[src/rtl/otter_if_stage.sv]
// rtl/otter_if_stage.sv - OTTER instruction-fetch stage: PC register, imem port 1, registered IF/ID bundle
// Optional feature: OTTER_IF_MISALIGN_EN (raise ID_EXC on misaligned redirect instead of forcing alignment).
module otter_if_stage #(
    parameter logic [31:0] RESET_VECTOR = 32'h0000_0000
) (
    input  logic        CLK,
    input  logic        RESET_N,
    input  logic        IF_STALL,
    input  logic        IF_FLUSH,
    input  logic [31:0] REDIRECT_PC,
    output logic [31:0] IMEM_ADDR,
    output logic        IMEM_RD,
    input  logic [31:0] IMEM_DOUT,
    output logic [31:0] ID_IR,
    output logic [31:0] ID_PC,
    output logic [31:0] ID_NEXT_PC,
    output logic        ID_VALID,
    output logic        ID_EXC
);

    localparam logic [31:0] NOP = 32'h0000_0013;

    typedef enum logic [2:0] {
        BOOT,
        RUN,
        STALL,
        BUBBLE
`ifdef OTTER_IF_MISALIGN_EN
        ,
        EXC
`endif
    } state_t;

    state_t      state, state_next;
    logic [31:0] pc, pc_next;
    logic [31:0] id_pc, id_pc_next;
    logic [31:0] id_next_pc;
    logic        id_valid, id_valid_next;
    logic [31:0] hold_ir, hold_next;
    logic [31:0] redirect_target;
`ifdef OTTER_IF_MISALIGN_EN
    logic        id_exc, id_exc_next;
`endif

`ifdef OTTER_IF_MISALIGN_EN
    assign redirect_target = REDIRECT_PC;
`else
    assign redirect_target = {REDIRECT_PC[31:2], 2'b00};
`endif

    always_ff @(posedge CLK) begin
        if (!RESET_N) begin
            state      <= BOOT;
            pc         <= RESET_VECTOR;
            id_pc      <= 32'h0;
            id_next_pc <= 32'h4;
            id_valid   <= 1'b0;
            hold_ir    <= 32'h0;
`ifdef OTTER_IF_MISALIGN_EN
            id_exc     <= 1'b0;
`endif
        end else begin
            state      <= state_next;
            pc         <= pc_next;
            id_pc      <= id_pc_next;
            id_next_pc <= id_pc_next + 32'h4;
            id_valid   <= id_valid_next;
            hold_ir    <= hold_next;
`ifdef OTTER_IF_MISALIGN_EN
            id_exc     <= id_exc_next;
`endif
        end
    end

    always_comb begin
        state_next    = state;
        pc_next       = pc;
        id_pc_next    = id_pc;
        id_valid_next = id_valid;
        hold_next     = hold_ir;
        IMEM_RD       = 1'b1;
`ifdef OTTER_IF_MISALIGN_EN
        id_exc_next   = id_exc;
`endif

        // While frozen the read port idles; on the release cycle PC is re-presented
        // so the next sequential word lands exactly when decode resumes.
        case (state)
            STALL:   IMEM_RD = !IF_STALL;
`ifdef OTTER_IF_MISALIGN_EN
            BUBBLE:  IMEM_RD = (pc[1:0] == 2'b00);
            EXC:     IMEM_RD = 1'b0;
`endif
            default: IMEM_RD = 1'b1;
        endcase

        if (IF_FLUSH) begin
            state_next    = BUBBLE;
            pc_next       = redirect_target;
            id_valid_next = 1'b0;
            hold_next     = 32'h0;
`ifdef OTTER_IF_MISALIGN_EN
            id_exc_next   = 1'b0;
`endif
        end else if (IF_STALL && (state == RUN || state == STALL)) begin
            if (state == RUN)
                hold_next = IMEM_DOUT;
            state_next = STALL;
`ifdef OTTER_IF_MISALIGN_EN
        end else if (state == EXC) begin
            state_next = EXC;
        end else if (state == BUBBLE && pc[1:0] != 2'b00) begin
            state_next    = EXC;
            id_pc_next    = pc;
            id_valid_next = 1'b1;
            id_exc_next   = 1'b1;
`endif
        end else begin
            state_next    = RUN;
            pc_next       = pc + 32'h4;
            id_pc_next    = pc;
            id_valid_next = 1'b1;
        end
    end

    always_comb begin
        ID_IR = IMEM_DOUT;
        if (!id_valid)
            ID_IR = NOP;
        else if (state == STALL)
            ID_IR = hold_ir;
`ifdef OTTER_IF_MISALIGN_EN
        else if (id_exc)
            ID_IR = NOP;
`endif
    end

    assign IMEM_ADDR  = pc;
    assign ID_PC      = id_pc;
    assign ID_NEXT_PC = id_next_pc;
    assign ID_VALID   = id_valid;
`ifdef OTTER_IF_MISALIGN_EN
    assign ID_EXC     = id_exc;
`else
    assign ID_EXC     = 1'b0;
`endif

endmodule
[config.mk]
export PLATFORM = sky130hd
export DESIGN_NAME = otter_if_stage
export DESIGN_NICKNAME = d
export VERILOG_FILES = /design/src/rtl/otter_if_stage.sv
export SDC_FILE = /design/constraint.sdc
export NUM_CORES = 1
export LEC_CHECK = 0
export BUFFER_PORTS_ARGS = -buffer_cell sky130_fd_sc_hd__buf_2
export CORE_AREA = 2 2 142 116
export CTS_CLUSTER_DIAMETER = 200
export CTS_CLUSTER_SIZE = 24
export DETAILED_ROUTE_END_ITERATION = 12
export DIE_AREA = 0 0 144 118
export PLACE_DENSITY = 0.64
export SYNTH_ARGS = -nofsm -noshare
export SYNTH_HDL_FRONTEND = slang
export SYNTH_SLANG_ARGS = --single-unit
export TNS_END_PERCENT = 50
[constraint.sdc]
create_clock -name CLK -period 3.2 [get_ports CLK]
set_input_delay 0.16 -clock CLK [delete_from_list [all_inputs] [get_ports CLK]]
set_output_delay 0.16 -clock CLK [all_outputs]
set_load 0.01 [all_outputs]
==> results, run 1 <==
- The flow ran to the end, and the final reports show no timing, DRC or antenna violations.
- The effective utilization at floorplan is about two fifths.
- The post-cts hold buffer count is 42.
- For this run, the number of standard cells in the final layout without fillers is about 1200.
- The path class of the tightest hold or removal check is in2reg.
- The number of max-cap violations is 0.
- The post-synthesis average cell area is between 8 and 9 um2.
- The area growth from synthesis to layout is 34.9%.
- The slew at the pin with the worst max-slew slack is 0.969 ns.
- Counting stages on the worst path, the most repeated cell is sky130_fd_sc_hd__inv_1.
- In this run the static leakage power is 3.54 nW.
- The total number of vias is 5909.
- The final core area utilization is between 50% and 60%.
- The area of the die is 17000 um2.
- The placed instance area is roughly 7200 um2.
- In the final design database the tool counted 1025 nets.
- Traced cell by cell, the critical path runs through inv_1 > ha_2 > nand2b_1 > nand2_2 > mux2i_1 > inv_1 > ha_1 > a21boi_0 > nand2_1 > xor2_1 > o22ai_1.
- The power density over cell area is 527 nW/um2.
- The number of gates given a new drive strength after cts is 0.
- The met1 capacity usage during global routing is between 20% and 30%.
- The I/O pin count is 199.
- The source-to-sink clock delay at the later pin of the worst-skew pair is 0.42 ns.
- The initial antenna violation count is 0.
- The worst max-slew margin expressed relative to the limit is between 30% and 40%.
- The part of the cycle the worst path needs is 88.0%.
- The die width is between 100 and 150 um.
- Buffers added to address setup during post-CTS repair amount to 0.
- The average wire per standard cell is 15.1 um.
- The final number of hold-violating endpoints is 0.
- Using the TritonRoute via totals, the vias-per-cell ratio works out to 5.00.
- The library cell used as clock root buffer is sky130_fd_sc_hd__clkbuf_16.
- Counting both buffers and inverters, the worst setup path holds a total of 2.
- After layout, the minimum clock period comes to 2.82 ns.
- The reg-to-reg critical path endpoint is ID_NEXT_PC[8].
- Routability-driven placement finished with a final weighted congestion of approximately 0.86.
- The total negative slack is 0 ns.
- Grouping stages by cell kind, the critical path spends the most delay in compound AO/OA/AOI/OAI gates.
- The reg-to-reg setup timing slack is 0.38 ns.
- The core footprint is 15500 um2.
- The floorplan step set the die height to 118 um.
- The TritonCTS clock tree is yes.
- The largest stage delay on the critical path is 0.58 ns.
- The number of cell rows is 41.
- Hold is met by ~0.013 ns.
- The maximum clock rate is 355 MHz.
- The max-slew violation count is 0.
- Global routing consumed, over all layers together, 21.0% of the routing resources.
- The H-tree level count is 4.
- After technology mapping, the gate count stands at 737.
- The post-synthesis sequential area ratio is 40.9%.
- The launch instance of the worst register-to-register path is state[0].
- The TritonCTS buffer count is 17.
- Port buffering added 189 buffers.
- Setup repair after global routing left no endpoint under its margin.
- The number of antenna cells inserted is 0.
- The first-pass iteration count of the detailed router is 6.
- In the final layout, the share of cells above drive strength 1 is a little over a quarter.
- The slowest stage of the critical path is the sky130_fd_sc_hd__a21boi_0 cell.
- The worst endpoint required time is 3.55 ns.
- The number of DRC violations after detailed routing is 0.
- The first-iteration detailed-routing DRC count is between 400 and 500.
- The via count of the first global-routing pass is 5505.
- For this run, the number of Yosys warnings is 0.
- Once layout is done, the placed cells without fillers occupy ~8300 um2.
- The busiest layer in global routing is met2.
- The layout has roughly 1500 filler cells.
- Global routing consumed, on the met3 layer, between 6 and 7% of the routing resources.
- Yosys mapped a number of flops with a built-in enable equal to 0.
- The worst setup path is captured at a flip-flop.
- For hold timing, the worst endpoint is IMEM_ADDR[28].
- The synthesized flop and latch total is around 130.
- The total length of routed wires is 17.8 mm.
- The cell depth of the worst hold path is 3.
- For this run the aggregate overflow at the end of global routing stands at 0.
- The start point of the worst min-delay path is REDIRECT_PC[28].
- After clock tree synthesis, the clock-pin slew on the worst setup and hold paths is 0.06 ns.
- The type of element launching the critical path is a flip-flop.
- The number of unique standard cell types used by synthesis is 57.
- The share of flip-flops with an asynchronous set or reset after synthesis is 0%.
- The maximum buffer depth of the clock tree is 2.
- Counting cells, the worst reg-to-reg path comes to 11.
- The critical path is of the reg2reg type.
- In this run the worst path has a maximum fanout of 13.
- The maximum ir drop on the vdd rail is roughly 0.36 mV.
- The number of placed instances, taps included, is about 1100.
- Entering global routing, the biggest net connects 54 pins.
- Between clock sinks in the finished design, the worst skew comes to 0.00716 ns.
- After synthesis the cells add up to roughly 6100 um2.
- The arrival time at the worst endpoint is ~3.2 ns.
- The number of nets with antenna violations after routing is 0.
- The final number of setup-violating endpoints is 0.
- The global-route wire length before repair is 28.2 mm.
- The clock sink count is 125.
- Detailed placement ended at an HPWL of 12.3 mm.
- The main flop type after synthesis is sky130_fd_sc_hd__dfxtp_1.
- The met2 track demand over resource is 32.5%.
[area by class of cell]
class	count	area (um2)	share of cell area [%]
flip-flops and latches	125	2500	30.3
inverters	8	30.0	0.364
multi-input cells	557	3350	40.6
clock buffers	20	457	5.53
well taps	215	269	3.26
repair buffers	244	1460	17.7
clock inverters	12	185	2.24
[synthesized netlist by cell type, types with 5 or more instances]
master	count	area share (%)
sky130_fd_sc_hd__nor4_1	9	0.92
sky130_fd_sc_hd__and2_1	6	0.61
sky130_fd_sc_hd__nand2_1	134	8.2
sky130_fd_sc_hd__nand4_1	12	1.2
sky130_fd_sc_hd__mux2i_1	58	9.5
sky130_fd_sc_hd__xor2_1	16	2.3
sky130_fd_sc_hd__nor2b_1	30	3.1
sky130_fd_sc_hd__a211oi_1	9	1.1
sky130_fd_sc_hd__and3_1	6	0.61
sky130_fd_sc_hd__o31a_1	5	0.72
sky130_fd_sc_hd__nor2_1	68	4.2
sky130_fd_sc_hd__a21oi_1	63	5.2
sky130_fd_sc_hd__nor3_1	15	1.2
sky130_fd_sc_hd__nand3_1	15	1.2
sky130_fd_sc_hd__o21ai_0	26	2.1
sky130_fd_sc_hd__xnor2_1	27	3.9
sky130_fd_sc_hd__clkbuf_1	34	2.1
sky130_fd_sc_hd__buf_4	9	1.1
sky130_fd_sc_hd__dfxtp_1	125	41
sky130_fd_sc_hd__inv_1	8	0.49
[cells in the final DEF (no fill, tap or decap), types with 15 or more instances in the layout]
cell                            count
sky130_fd_sc_hd__a21oi_1           63
sky130_fd_sc_hd__buf_2            189
sky130_fd_sc_hd__clkbuf_16         17
sky130_fd_sc_hd__dfxtp_1          125
sky130_fd_sc_hd__dlygate4sd3_1     42
sky130_fd_sc_hd__mux2i_1           58
sky130_fd_sc_hd__nand2_1          134
sky130_fd_sc_hd__nand3_1           15
sky130_fd_sc_hd__nor2_1            68
sky130_fd_sc_hd__nor2b_1           30
sky130_fd_sc_hd__nor3_1            15
sky130_fd_sc_hd__o21ai_0           26
sky130_fd_sc_hd__xnor2_1           27
sky130_fd_sc_hd__xor2_1            16
[logic make-up after synthesis]
logic type | count (synthesis) | share of synthesized area (%)
multiplexers | 63 | 10.4
other | 1 | 0.0613
buffers and inverters | 61 | 4.76
AO/OA/AOI/OAI | 124 | 12.1
AND/OR/NAND/NOR | 316 | 24.9
adder cells (fa/ha/maj) | 4 | 0.818
flip-flops | 125 | 40.9
XOR/XNOR | 43 | 6.15
[per-layer routing]
metal / share of wire, % / wire, um / vias up
li1: - / - / 2937
met1: 46 / 8280 / 2770
met2: 46 / 8140 / 178
met3: 6.4 / 1150 / 24
met4: 1.5 / 276 / 0
met5: 0 / 0 / -
[state kept, by name (all words and copies together), names as in the netlist]
register    flops
hold_ir        32
ID_NEXT_PC     30
ID_PC          30
IMEM_ADDR      30
state           2
ID_VALID        1
[per-stage QoR]
| step | setup WS, ns | power, mW |
|---|---|---|
| 2_1_floorplan | 0.213 | 2.06 |
| 3_3_place_gp | 0.506 | 2.25 |
| 3_5_place_dp | 0.427 | 2.26 |
| 4_1_cts | 0.404 | 4.39 |
| 5_1_grt | 0.189 | 4.53 |
| 6_report | 0.384 | 4.35 |
[tightest hold or removal path, cell delays in order]
cell and delay, ns:
sky130_fd_sc_hd__buf_2 0.07, sky130_fd_sc_hd__o21ai_0 0.06, sky130_fd_sc_hd__a21oi_1 0.10
[worst max-delay path by stage]
| stage | start | to | slack, ns | cells past startpoint |
|---|---|---|---|---|
| 6_report | state[0] | ID_NEXT_PC[8] | 0.38 | 11 |
| 4_1_cts | state[0] | ID_NEXT_PC[8] | 0.40 | 11 |
| 3_3_place_gp | state[0] | ID_NEXT_PC[6] | 0.51 | 11 |
| 5_1_grt | state[0] | ID_NEXT_PC[6] | 0.19 | 11 |
| 2_1_floorplan | state[0] | ID_NEXT_PC[6] | 0.21 | 15 |
| 3_5_place_dp | state[0] | ID_NEXT_PC[8] | 0.43 | 11 |
[power by group]
group | internal (mW) | switching [mW]
clock | 1.35 | 0.735
combinational | 0.250 | 0.300
sequential | 1.63 | 0.0874
total | 3.23 | 1.12
Note: power is estimated with default switching activity, not from simulation.
==> run 2: changes to the inputs <==
- CAP_MARGIN: not set -> 20
- CORE_AREA: 2 2 142 116 -> 2 2 132 109
- DIE_AREA: 0 0 144 118 -> 0 0 134 111
- PLACE_DENSITY: 0.64 -> 0.72
==> run 2 against run 1 <==
Against the previous run:
- hold slack improved by 0.0034 ns
- largest power group is now sequential cells
- critical endpoint unchanged
- clock power shrank 19%
- clock-buffer cell count is 4 higher
- first-iteration DRC count decreased by 5.6%
- global-route usage increased by 2.6 points
- sequential share of layout area grew 0.57 points
==> results, run 2 (synthesis results as in run 1) <==
- The part of the cycle the worst path needs is 85.8% (-2.2 points).
- The number of DRC violations after detailed routing came to 0 (unchanged).
- The TritonCTS buffer count was 17 (unchanged).
- The final number of hold-violating endpoints is 0 (unchanged).
- The number of cell rows is 39 (-4.9%).
- The height of the die is 111 um (-5.9%).
- The register ranked first by flip-flop count is hold_ir.
- The switching share of total power is 26.7% (+0.96 points).
- The first-pass iteration count of the detailed router is 5 (-1).
- Walking the worst path, the cells encountered are inv_1 > ha_2 > nand2b_1 > nand2_2 > mux2i_1 > inv_1 > ha_1 > a21boi_0 > nand2_1 > xor2_1 > o22ai_1.
- The final core area utilization came to 59.1% (+6.0 points).
- The clock-pin slew reported for the worst setup and hold paths after clock tree synthesis was 0.06 ns (about the same).
- From synthesis to final layout, the design area changed by 32.5%.
- The number of nets at the end of the flow was 1026 (+0.098%).
- In the layout the commonest cells are sky130_fd_sc_hd__buf_2, sky130_fd_sc_hd__nand2_1, sky130_fd_sc_hd__dfxtp_1.
- The net switching power figure is 1.06 mW (-5.6%).
- The maximum ir drop on the vdd rail came to 0.378 mV (+4.1%).
- The area of the die came to 14900 um2 (-12%).
- Grouping stages by cell kind, the critical path spends the most delay in compound AO/OA/AOI/OAI gates.
- The global placer's final weighted congestion was 0.882 (+2.4%).
- The largest stage delay on the critical path came to 0.58 ns (about the same).
- The count of cells along the worst register-to-register path is 11 (unchanged).
- The post-route minimum period is 2.74 ns (-0.0713 ns).
- The source-to-sink clock delay at the later pin of the worst-skew pair is 0.41 ns (about the same).
- The quantity of I/O buffers inserted on ports came to 189 (unchanged).
- The combinational fraction of design power is 14.2% (+1.6 points).
- The maximum clock rate came to 364 MHz (+2.6%).
- The number of max-cap violations was 0 (unchanged).
- The critical path is of the reg2reg type.
- The tightest min-delay check is of the in2reg type.
- The clock sink count came to 125 (unchanged).
- The critical path buffer and inverter count came to 2 (unchanged).
- The reg-to-reg critical path endpoint is ID_NEXT_PC[8].
- The global-route wire length before repair was 28.2 mm (-0.17%).
- The via count of the first global-routing pass came to 5437 (-1.2%).
- CTS placed an instance of sky130_fd_sc_hd__clkbuf_16 at the clock tree root.
- The worst clock skew is 0.00735 ns (+0.000191 ns).
- The fraction of layout cells with a size suffix above 1 is 26.2% (-0.13 points).
- The slew at the pin with the worst max-slew slack was 1.03 ns (+0.0636 ns).
- The startpoint identified for the worst hold timing path is REDIRECT_PC[7].
- TritonCTS built the clock tree.
- The H-tree level count was 4 (unchanged).
- The share of power burned in the clock network is 42.6% (-5.3 points).
- The reg-to-reg setup timing slack is 0.46 ns (+0.07 ns).
- The number of placed instances with taps included is 1079 (-2.5%).
- The initial antenna violation count is 0 (unchanged).
- The internal portion of total power is 2.90 mW (-10%).
- The number of flip-flops in the largest register is 32 (unchanged).
- The number of nets with antenna violations after routing is 0 (unchanged).
- The overall global routing resource usage is 23.7% (+2.6 points).
- The largest individual stage delay along the critical path comes from the cell sky130_fd_sc_hd__a21boi_0.
- The number of gates given a new drive strength after cts came to 0 (unchanged).
- The HPWL reported at the end of detailed placement is 12.1 mm (-1.8%).
- The mean number of vias per cell is 5.12 (+2.4%).
- The worst endpoint required time is 3.54 ns (about the same).
- The effective utilization at floorplan is 44.6% (+5.3 points).
- The I/O pin count is 199 (unchanged).
- The core footprint is 13700 um2 (-12%).
- The cell that appears most often on the critical path is sky130_fd_sc_hd__inv_1.
- The worst hold path terminates at IMEM_ADDR[7].
- The die width is 134 um (-6.9%).
- The power density over cell area came to 489 nW/um2 (-7.2%).
- The average wire per standard cell is 15.3 um (+1.0%).
- The number of antenna cells inserted came to 0 (unchanged).
- The cell depth of the worst hold path is 3 (unchanged).
- The pin count of the biggest net entering global routing came to 44 (-19%).
- The sequential share of power came to 43.2% (+3.8 points).
- The maximum net fanout on the critical path is 8 (-5).
- The post-CTS setup repair buffer count is 0 (unchanged).
- The post-cts hold buffer count is 40 (-4.8%).
- Setup repair after global routing left no endpoint under its margin.
- The type of element launching the critical path is a flip-flop.
- The final number of setup-violating endpoints is 0 (unchanged).
- The final global-route overflow total came to 0 (unchanged).
- The non-filler instance count after layout is 1151 (-2.5%).
- The maximum buffer depth of the clock tree is 2 (unchanged).
- The total number of vias is 5897 (-0.20%).
- Leaving out fill and tap cells, the most frequent cell in the layout is sky130_fd_sc_hd__buf_2.
- STA classifies the critical path endpoint as a flip-flop.
- The total length of routed wires is 17.6 mm (-1.6%).
- The static leakage is 3.51 nW (-0.87%).
- The first-iteration detailed-routing DRC count is 386 (-5.6%).
- The max-slew violation count is 0 (unchanged).
- The flow ran to the end, and the final reports show no timing, DRC or antenna violations.
- The worst max-slew margin expressed relative to the limit is 31.0% (-4.3 points).
- The total negative slack was 0 ns (unchanged).
- The total of fill cells in the finished design is 1210 (-18%).
- The arrival time at the worst endpoint is 3.08 ns (-0.08 ns).
- The launch instance of the worst register-to-register path is state[0].
==> run 2: cell types whose count changed in the layout (fill, tap and decap cells not counted), sizes merged <==
cell / before / now
clkbuf: 20 / 24
clkinvlp: 4 / 1
dlygate4sd3: 42 / 40
bufinv: 4 / 0
buf: 202 / 205
inv: 10 / 8
clkinv: 2 / 7
==> run 2: layout make-up <==
class | count | area (um2) | area share [%]
Multi-Input combinational cell | 557 | 3350 | 41.4
Timing Repair Buffer | 245 | 1480 | 18.2
Clock inverter | 8 | 42.5 | 0.525
Tap cell | 184 | 230 | 2.84
Inverter | 8 | 30.0 | 0.370
Clock buffer | 24 | 472 | 5.82
Sequential cell | 125 | 2500 | 30.9
==> run 2: power groups by stage <==
stage / registers [mW] / logic, mW / clock network [mW]
after CTS: 1.71 / 0.561 / 1.72
after global placement: 1.74 / 0.516 / 0
after detailed placement: 1.74 / 0.521 / 0
after global routing: 1.72 / 0.618 / 1.81
final: 1.71 / 0.565 / 1.69
after floorplan: 1.75 / 0.309 / 0
==> run 2: worst max-delay path by stage <==
stage	cells after the start	endpoint	from	slack (ns)
2_1_floorplan	15	ID_NEXT_PC[6]	state[0]	0.21
3_3_place_gp	11	ID_NEXT_PC[8]	state[0]	0.59
3_5_place_dp	11	ID_NEXT_PC[6]	state[0]	0.49
4_1_cts	11	ID_NEXT_PC[6]	state[0]	0.47
5_1_grt	11	ID_NEXT_PC[8]	state[0]	0.21
6_report	11	ID_NEXT_PC[8]	state[0]	0.46
==> run 2: routing by layer <==
layer  up-vias  part of all wire [%]  track usage, %
li1       2951                     -               -
met4         0                   1.2            6.38
met2       225                    44            36.5
met3        17                   6.9            6.81
met1      2704                    48            32.4
met5         -                     0               0
==> run 2: metrics by stage <==
step           hold slack (ns)  power (mW)  worst slack [ns]  cell area, um2
2_1_floorplan            0.296        2.06             0.213            6140
3_3_place_gp             0.384        2.26             0.587            7190
3_5_place_dp             0.387        2.26             0.489            7190
4_1_cts                0.00167        4.00             0.472            8110
5_1_grt                0.00780        4.15             0.208            8110
6_report                0.0167        3.96             0.455            8110
==> run 2: tightest hold or removal path, delay by kind of cell <==
kind | cells | cell delay [ns]
buffers and inverters | 1 | 0.09
and+or+nand+nor | 1 | 0.08
AOI/OAI and AO/OA | 1 | 0.05
